[src/rtl/watch_pkg.sv]
// watch_pkg: field widths, FSM/field codes, limits and the wrap helper for watch_time_set.
// rev 1.0
`default_nettype none
package watch_pkg;
  localparam int YEAR_W  = 12;
  localparam int MONTH_W = 4;
  localparam int DAY_W   = 5;
  localparam int HMS_W   = 6;

  typedef logic [2:0] state_t;
  // State codes double as edit_field codes for the EDIT_* states.
  localparam logic [2:0] S_IDLE       = 3'd0;
  localparam logic [2:0] S_EDIT_HOUR  = 3'd1;
  localparam logic [2:0] S_EDIT_MIN   = 3'd2;
  localparam logic [2:0] S_EDIT_SEC   = 3'd3;
  localparam logic [2:0] S_EDIT_YEAR  = 3'd4;
  localparam logic [2:0] S_EDIT_MONTH = 3'd5;
  localparam logic [2:0] S_EDIT_DAY   = 3'd6;
  localparam logic [2:0] S_COMMIT     = 3'd7;

  localparam logic [2:0] FIELD_NONE = 3'd0;

  localparam int HOUR_MAX  = 23;
  localparam int MIN_MAX   = 59;
  localparam int SEC_MAX   = 59;
  localparam int MONTH_MIN = 1;
  localparam int MONTH_MAX = 12;
  localparam int DAY_MIN   = 1;

  // One +/-1 step with wrap; an out-of-range value snaps to the lower limit.
  function automatic logic [11:0] wrap_step(input logic [11:0] v, input logic inc,
                                            input logic [11:0] lo, input logic [11:0] hi);
    logic [11:0] r;
    r = v;
    if (v < lo || v > hi) r = lo;
    else if (inc)         r = (v == hi) ? lo : v + 12'd1;
    else                  r = (v == lo) ? hi : v - 12'd1;
    return r;
  endfunction
endpackage
`default_nettype wire

[src/rtl/button_repeat.sv]
// button_repeat: rising-edge event generator with optional hold-then-repeat pulses.
// rev 1.0
`default_nettype none
module button_repeat #(
  parameter int HOLD_CYCLES   = 500,
  parameter int REPEAT_CYCLES = 100,
  parameter bit REPEAT_EN     = 1'b1
) (
  input  logic clk,
  input  logic rst,
  input  logic level,
  output logic pulse
);
  localparam int MAX_C = (HOLD_CYCLES > REPEAT_CYCLES) ? HOLD_CYCLES : REPEAT_CYCLES;
  localparam int CW    = $clog2(MAX_C + 1);
  localparam logic [CW-1:0] HOLD_C = CW'(HOLD_CYCLES);
  localparam logic [CW-1:0] REP_C  = CW'(REPEAT_CYCLES);

  logic          prev;
  logic          repeating;
  logic [CW-1:0] cnt;
  logic          rise;
  logic          fire;

  assign rise = level & ~prev;
  // cnt equals the number of cycles since the last edge or repeat pulse
  assign fire = REPEAT_EN && level && !rise && (cnt == (repeating ? REP_C : HOLD_C));

  always_ff @(posedge clk or posedge rst) begin
    if (rst) begin
      prev      <= 1'b0;
      repeating <= 1'b0;
      cnt       <= '0;
      pulse     <= 1'b0;
    end else begin
      prev  <= level;
      pulse <= rise | fire;
      if (!level) begin
        cnt       <= '0;
        repeating <= 1'b0;
      end else if (rise) begin
        cnt       <= CW'(1);
        repeating <= 1'b0;
      end else if (fire) begin
        cnt       <= CW'(1);
        repeating <= 1'b1;
      end else if (cnt != '1) begin
        cnt <= cnt + CW'(1);
      end
    end
  end
endmodule
`default_nettype wire

[src/rtl/watch_time_set.sv]
// watch_time_set: button-driven time/date editor delivering one valid/ready load.
// rev 1.0
`default_nettype none
module watch_time_set
  import watch_pkg::*;
#(
  parameter int RESET_YEAR     = 2021,
  parameter int YEAR_MIN       = 2000,
  parameter int YEAR_MAX       = 2099,
  parameter int DAYS_PER_MONTH = 30,
  parameter int HOLD_CYCLES    = 500,
  parameter int REPEAT_CYCLES  = 100
) (
  input  logic               clk,
  input  logic               rst,
  input  logic               btn_mode,
  input  logic               btn_up,
  input  logic               btn_down,
  input  logic               btn_cancel,
  input  logic [YEAR_W-1:0]  cur_year,
  input  logic [MONTH_W-1:0] cur_month,
  input  logic [DAY_W-1:0]   cur_day,
  input  logic [HMS_W-1:0]   cur_hour,
  input  logic [HMS_W-1:0]   cur_minute,
  input  logic [HMS_W-1:0]   cur_second,
  output logic [YEAR_W-1:0]  set_year,
  output logic [MONTH_W-1:0] set_month,
  output logic [DAY_W-1:0]   set_day,
  output logic [HMS_W-1:0]   set_hour,
  output logic [HMS_W-1:0]   set_minute,
  output logic [HMS_W-1:0]   set_second,
  output logic               set_valid,
  input  logic               set_ready,
  output logic               editing,
  output logic [2:0]         edit_field
);
  state_t state;
  logic   ev_mode, ev_up, ev_down, ev_cancel;
  logic   step;

  button_repeat #(.HOLD_CYCLES(HOLD_CYCLES), .REPEAT_CYCLES(REPEAT_CYCLES), .REPEAT_EN(1'b1))
    u_up     (.clk(clk), .rst(rst), .level(btn_up),     .pulse(ev_up));
  button_repeat #(.HOLD_CYCLES(HOLD_CYCLES), .REPEAT_CYCLES(REPEAT_CYCLES), .REPEAT_EN(1'b1))
    u_down   (.clk(clk), .rst(rst), .level(btn_down),   .pulse(ev_down));
  button_repeat #(.HOLD_CYCLES(HOLD_CYCLES), .REPEAT_CYCLES(REPEAT_CYCLES), .REPEAT_EN(1'b0))
    u_mode   (.clk(clk), .rst(rst), .level(btn_mode),   .pulse(ev_mode));
  button_repeat #(.HOLD_CYCLES(HOLD_CYCLES), .REPEAT_CYCLES(REPEAT_CYCLES), .REPEAT_EN(1'b0))
    u_cancel (.clk(clk), .rst(rst), .level(btn_cancel), .pulse(ev_cancel));

  // Simultaneous up and down cancel each other out
  assign step       = ev_up ^ ev_down;
  assign set_valid  = (state == S_COMMIT);
  assign editing    = (state != S_IDLE) && (state != S_COMMIT);
  assign edit_field = editing ? state : FIELD_NONE;

  always_ff @(posedge clk or posedge rst) begin
    if (rst) begin
      state      <= S_IDLE;
      set_year   <= YEAR_W'(RESET_YEAR);
      set_month  <= MONTH_W'(1);
      set_day    <= DAY_W'(1);
      set_hour   <= '0;
      set_minute <= '0;
      set_second <= '0;
    end else begin
      case (state)
        S_IDLE: begin
          if (ev_mode) begin
            set_year   <= cur_year;
            set_month  <= cur_month;
            set_day    <= cur_day;
            set_hour   <= cur_hour;
            set_minute <= cur_minute;
            set_second <= cur_second;
            state      <= S_EDIT_HOUR;
          end
        end
        S_COMMIT: begin
          if (set_ready) state <= S_IDLE;
        end
        default: begin
          if (ev_cancel) begin
            state <= S_IDLE;
          end else if (ev_mode) begin
            state <= state + 3'd1;
          end else if (step) begin
            case (state)
              S_EDIT_HOUR:  set_hour   <= HMS_W'(wrap_step(12'(set_hour), ev_up, 12'd0, 12'(HOUR_MAX)));
              S_EDIT_MIN:   set_minute <= HMS_W'(wrap_step(12'(set_minute), ev_up, 12'd0, 12'(MIN_MAX)));
              S_EDIT_SEC:   set_second <= HMS_W'(wrap_step(12'(set_second), ev_up, 12'd0, 12'(SEC_MAX)));
              S_EDIT_YEAR:  set_year   <= wrap_step(set_year, ev_up, 12'(YEAR_MIN), 12'(YEAR_MAX));
              S_EDIT_MONTH: set_month  <= MONTH_W'(wrap_step(12'(set_month), ev_up,
                                                             12'(MONTH_MIN), 12'(MONTH_MAX)));
              default:      set_day    <= DAY_W'(wrap_step(12'(set_day), ev_up,
                                                           12'(DAY_MIN), 12'(DAYS_PER_MONTH)));
            endcase
          end
        end
      endcase
    end
  end
endmodule
`default_nettype wire

[config.mk]
export PLATFORM = sky130hd
export DESIGN_NAME = watch_time_set
export DESIGN_NICKNAME = d
export VERILOG_FILES = /design/src/rtl/watch_pkg.sv /design/src/rtl/button_repeat.sv /design/src/rtl/watch_time_set.sv
export SDC_FILE = /design/constraint.sdc
export NUM_CORES = 1
export LEC_CHECK = 0
export BUFFER_PORTS_ARGS = -buffer_cell sky130_fd_sc_hd__buf_4
export CAP_MARGIN = 20
export CORE_ASPECT_RATIO = 0.75
export CORE_MARGIN = 4
export CORE_UTILIZATION = 52
export DETAILED_ROUTE_END_ITERATION = 12
export HOLD_SLACK_MARGIN = 0.1
export PLACE_DENSITY = 0.76
export SLEW_MARGIN = 20
export SYNTH_ARGS = -nofsm -noshare
export SYNTH_HDL_FRONTEND = slang
export SYNTH_HIERARCHICAL = 1
export SYNTH_SLANG_ARGS = --single-unit
[constraint.sdc]
create_clock -name clk -period 2.2 [get_ports clk]
set_input_delay 0.11 -clock clk [delete_from_list [all_inputs] [get_ports clk]]
set_output_delay 0.11 -clock clk [all_outputs]
set_load 0.005 [all_outputs]
==> impl_metrics.py <==
metrics = {
    "worst_hold_path": {
        "worstHoldPathType": "primary input to register",
        "min_path_cells": 3,
    },
    "clock_tree": {
        "clk_pin_slew_ns": 0.06,
        "cts_max_path_buffers": 2,
        "cts-root-buf": "clkbuf_16",
        "h-tree-depth": 3,
        "cts.sinks": 70,
        "cts_tree": "yes",
        "numCtsBuffers": 9,
        "clkLatencyLatePin_ns": 0.34,
    },
    "placement": {
        "io_buffers": 89,
        "hpwl_um": 10760,
        "gp_congestion": 0.8990,
    },
    "sta": {
        "relSlewSlack": 0.6281,
        "max_freq_mhz": 479.5,
        "fin_crit_ns": 2.085,
        "slew_violations": 0,
        "hold_viol_final": 0,
        "rsz0062_at_grt": "false",
        "period_share": 0.9479,
        "fin_skew_ns": 0.005133,
        "fin_tns_setup_ns": 0,
        "finalSetupViolations": 0,
        "worst_pin_slew_ns": 0.5573,
    },
    "routing": {
        "vias_per_cell": 6.062,
        "wl_per_cell_um": 16.69,
        "detailroute.via_count": 5444,
        "dr.pass1.iters": 5,
        "routed_wl_um": 14990,
        "drc_errors": 0,
        "antenna_left": 0,
        "first_iter_violations": 400,
    },
    "floorplanning": {
        "fp.dieArea_um2": 12160,
        "initial_core_util": 0.5300,
        "die_w_um": 126.0,
        "io_pins": 90,
        "core_um2": 10250,
        "num_rows": 32,
        "die_h_um": 96.52,
    },
    "critical_path": {
        "critPathMaxFanout": 8,
        "cp-endpoint": "edit_field[0]",
        "reg2reg_setup_slack_ns": 0.16,
        "worst_ep_arrival_time_ns": 1.98,
        "worstReg2RegEnd": "u_down/cnt[7]$_DFFE_PP0P_",
        "worst_setup_path_end_kind": "output port",
        "cp-startpoint": "state[0]$_DFFE_PP0P_",
        "worstRegToRegCells": 7,
        "r2r_start": "u_down/cnt[0]$_DFFE_PP0P_",
        "cp.required_ns": 2.09,
        "critPathKind": "register to output port",
        "start_kind": "register",
    },
    "cells_and_area": {
        "diodes": 0,
        "layout.nets": 835,
        "drive_above_1_share": 0.2283,
        "area_delta_synth_final_pct": 28.14,
    },
    "logic_synthesis": {
        "synth_top_area_frac": 0.2764,
        "ys_top_cells_by_area": "dfrtp_1 (28%), ha_1 (7.4%), dfstp_2 (4.8%)",
        "syn-instance-count": 631,
        "synth_area_per_cell_um2": 8.610,
        "ys_seq_elements": 70,
        "synth_nets": 709,
        "yosys_warnings": 6,
        "synth-seq-area-share": 0.3247,
        "synth_edf_count": 0,
        "postSynth.asyncResetShare": 1.000,
        "synth.largest_area_cell": "dfrtp_1",
        "ys_types": 81,
        "syn_area_um2": 5433,
        "synth_flop_cell": "dfrtp_1",
    },
    "grt": {
        "antenna_found_initial": 0,
        "grt_pass1_wl_um": 24380,
        "grt_max_degree": 55,
        "grt_overflow": 0,
        "grt_pass1_vias": 5123,
        "grt_use_total": 0.2446,
    },
    "pwr": {
        "power.density_nw_per_um2": 1255,
        "p_leak_nw": 2.997,
        "total_power_w": 0.008735,
        "irDropWorstVdd_mv": 0.6814,
    },
    "run": {
        "cap_viol_max_count": 0,
    },
    "status": {
        "outcome": "finished, final reports clean",
    },
}
==> cell type report <==
type | instances | area (um^2)
multi-input combinational | 486 | 3337
inverter | 38 | 143.9
tap | 136 | 170.2
clock inverter | 6 | 71.32
fill | 824 | 3288
sequential | 70 | 1765
clock buffer | 10 | 239.0
timing repair buffer | 152 | 1235
==> stage by stage <==
step / instance area [um^2] / instances / hold slack [ns] / setup slack, ns / utilization
after floorplan: 5433 / 631 / -0.1488 / 0.04863 / -
after global placement: 6320 / 850 / 0.003241 / 0.1736 / 0.6166
after detailed placement: 6321 / 850 / 0.01035 / 0.06518 / 0.6167
after CTS: 6942 / 897 / 0.1009 / 0.03551 / 0.6772
after global routing: 6962 / 898 / 0.1216 / 0.0007538 / 0.6792
final: 6962 / 898 / 0.1125 / 0.1147 / 0.6792
==> worst max-delay path: stages, from the launching register on <==
cell and delay [ns]:
dfrtp_1 0.35, inv_1 0.08, ha_1 0.22, buf_4 0.16, nand2b_1 0.16, buf_4 0.22
nand2_1 0.12, nor2_1 0.17, buf_4 0.14
==> where the power goes <==
group | leakage [nW] | internal (W) | switching, W
Clock | 0.145 | 0.000913 | 0.000579
Sequential | 0.839 | 0.00174 | 0.000779
Combinational | 2.01 | 0.00228 | 0.00245
==> registers in the layout, indices dropped and copies added, names as in the netlist, 3 cells and up <==
name	cells
set_second	6
set_month	4
set_hour	6
state	3
set_year	12
u_down/cnt	9
set_day	5
set_minute	6
u_up/cnt	9
==> Yosys cell counts, types with 10 or more instances <==
cell type / instances
inv_1: 38
nand2_1: 46
buf_2: 17
o21ai_0: 33
nor3_1: 22
ha_1: 32
clkbuf_1: 13
a31oi_1: 16
o211ai_1: 10
a21oi_1: 40
nand3_1: 15
nor2_1: 64
dfrtp_1: 60
dfstp_2: 10
nor2b_1: 12
xnor2_1: 12
==> cell families (layout without fill, tap and decap cells) <==
kind of cell / count (synthesis) / after routing / share of synthesized area
muxes: 12 / 12 / 0.02925
and+or+nand+nor: 235 / 235 / 0.2361
DFF: 70 / 70 / 0.3247
AOI/OAI and AO/OA: 186 / 186 / 0.2398
xor gates and xnor gates: 21 / 21 / 0.03386
buffers and inverters: 75 / 206 / 0.06264
adders and majority gates: 32 / 32 / 0.07370
==> placed cells by master, fill, tap and decap left out, types with 4 or more instances in the layout <==
cell | Yosys | routed
xor2_1 | 9 | 9
nand4b_1 | 8 | 8
a31oi_1 | 16 | 16
a211oi_1 | 7 | 7
nand3b_1 | 9 | 9
o311ai_0 | 4 | 4
nor2_1 | 64 | 64
a41oi_1 | 5 | 4
nor3_1 | 22 | 22
dlygate4sd3_1 | 0 | 31
nand2_1 | 46 | 46
or3_1 | 6 | 6
o21ai_0 | 33 | 33
buf_4 | 2 | 119
nor3b_1 | 4 | 4
dfstp_2 | 10 | 10
nand2b_1 | 5 | 5
o211ai_1 | 10 | 10
o21a_1 | 7 | 7
nor2b_1 | 12 | 12
a22oi_1 | 7 | 7
ha_1 | 32 | 32
nand4_1 | 4 | 4
o31ai_1 | 5 | 5
nand3_1 | 15 | 15
dfrtp_1 | 60 | 59
a21oi_1 | 40 | 40
a32oi_1 | 4 | 4
inv_1 | 38 | 37
mux2i_1 | 8 | 8
or4_1 | 4 | 4
and2_1 | 5 | 4
clkbuf_16 | 0 | 9
xnor2_1 | 12 | 12
and3_1 | 9 | 9
nor4b_1 | 4 | 4
==> layer usage <==
layer / up-vias / track usage / part of all wire
li1: 2568 / - / -
met1: 2618 / 0.3240 / 0.43
met5: - / 0 / 0
met2: 229 / 0.4018 / 0.48
met3: 29 / 0.05549 / 0.072
met4: 0 / 0.08125 / 0.019
==> worst min-delay path by stage <==
stage / startpoint / endpoint
finish: cur_hour[4] / set_hour[4]$_DFFE_PP0P_
floorplan: rst / u_cancel/prev$_DFF_PP0_
detailed placement: rst / u_mode/prev$_DFF_PP0_
CTS: cur_year[0] / set_year[0]$_DFFE_PP1P_
global placement: rst / u_cancel/prev$_DFF_PP0_
global route: cur_year[8] / set_year[8]$_DFFE_PP1P_
==> repair_timing <==
item | in CTS | in global routing
resized for setup | 0 | 3
buffers inserted | 0 | 1
hold buffers | 31 | 0
setup endpoints to repair | 0 | 17
hold endpoints to repair | 83 | 0
Note: power is estimated with default switching activity, not from simulation.
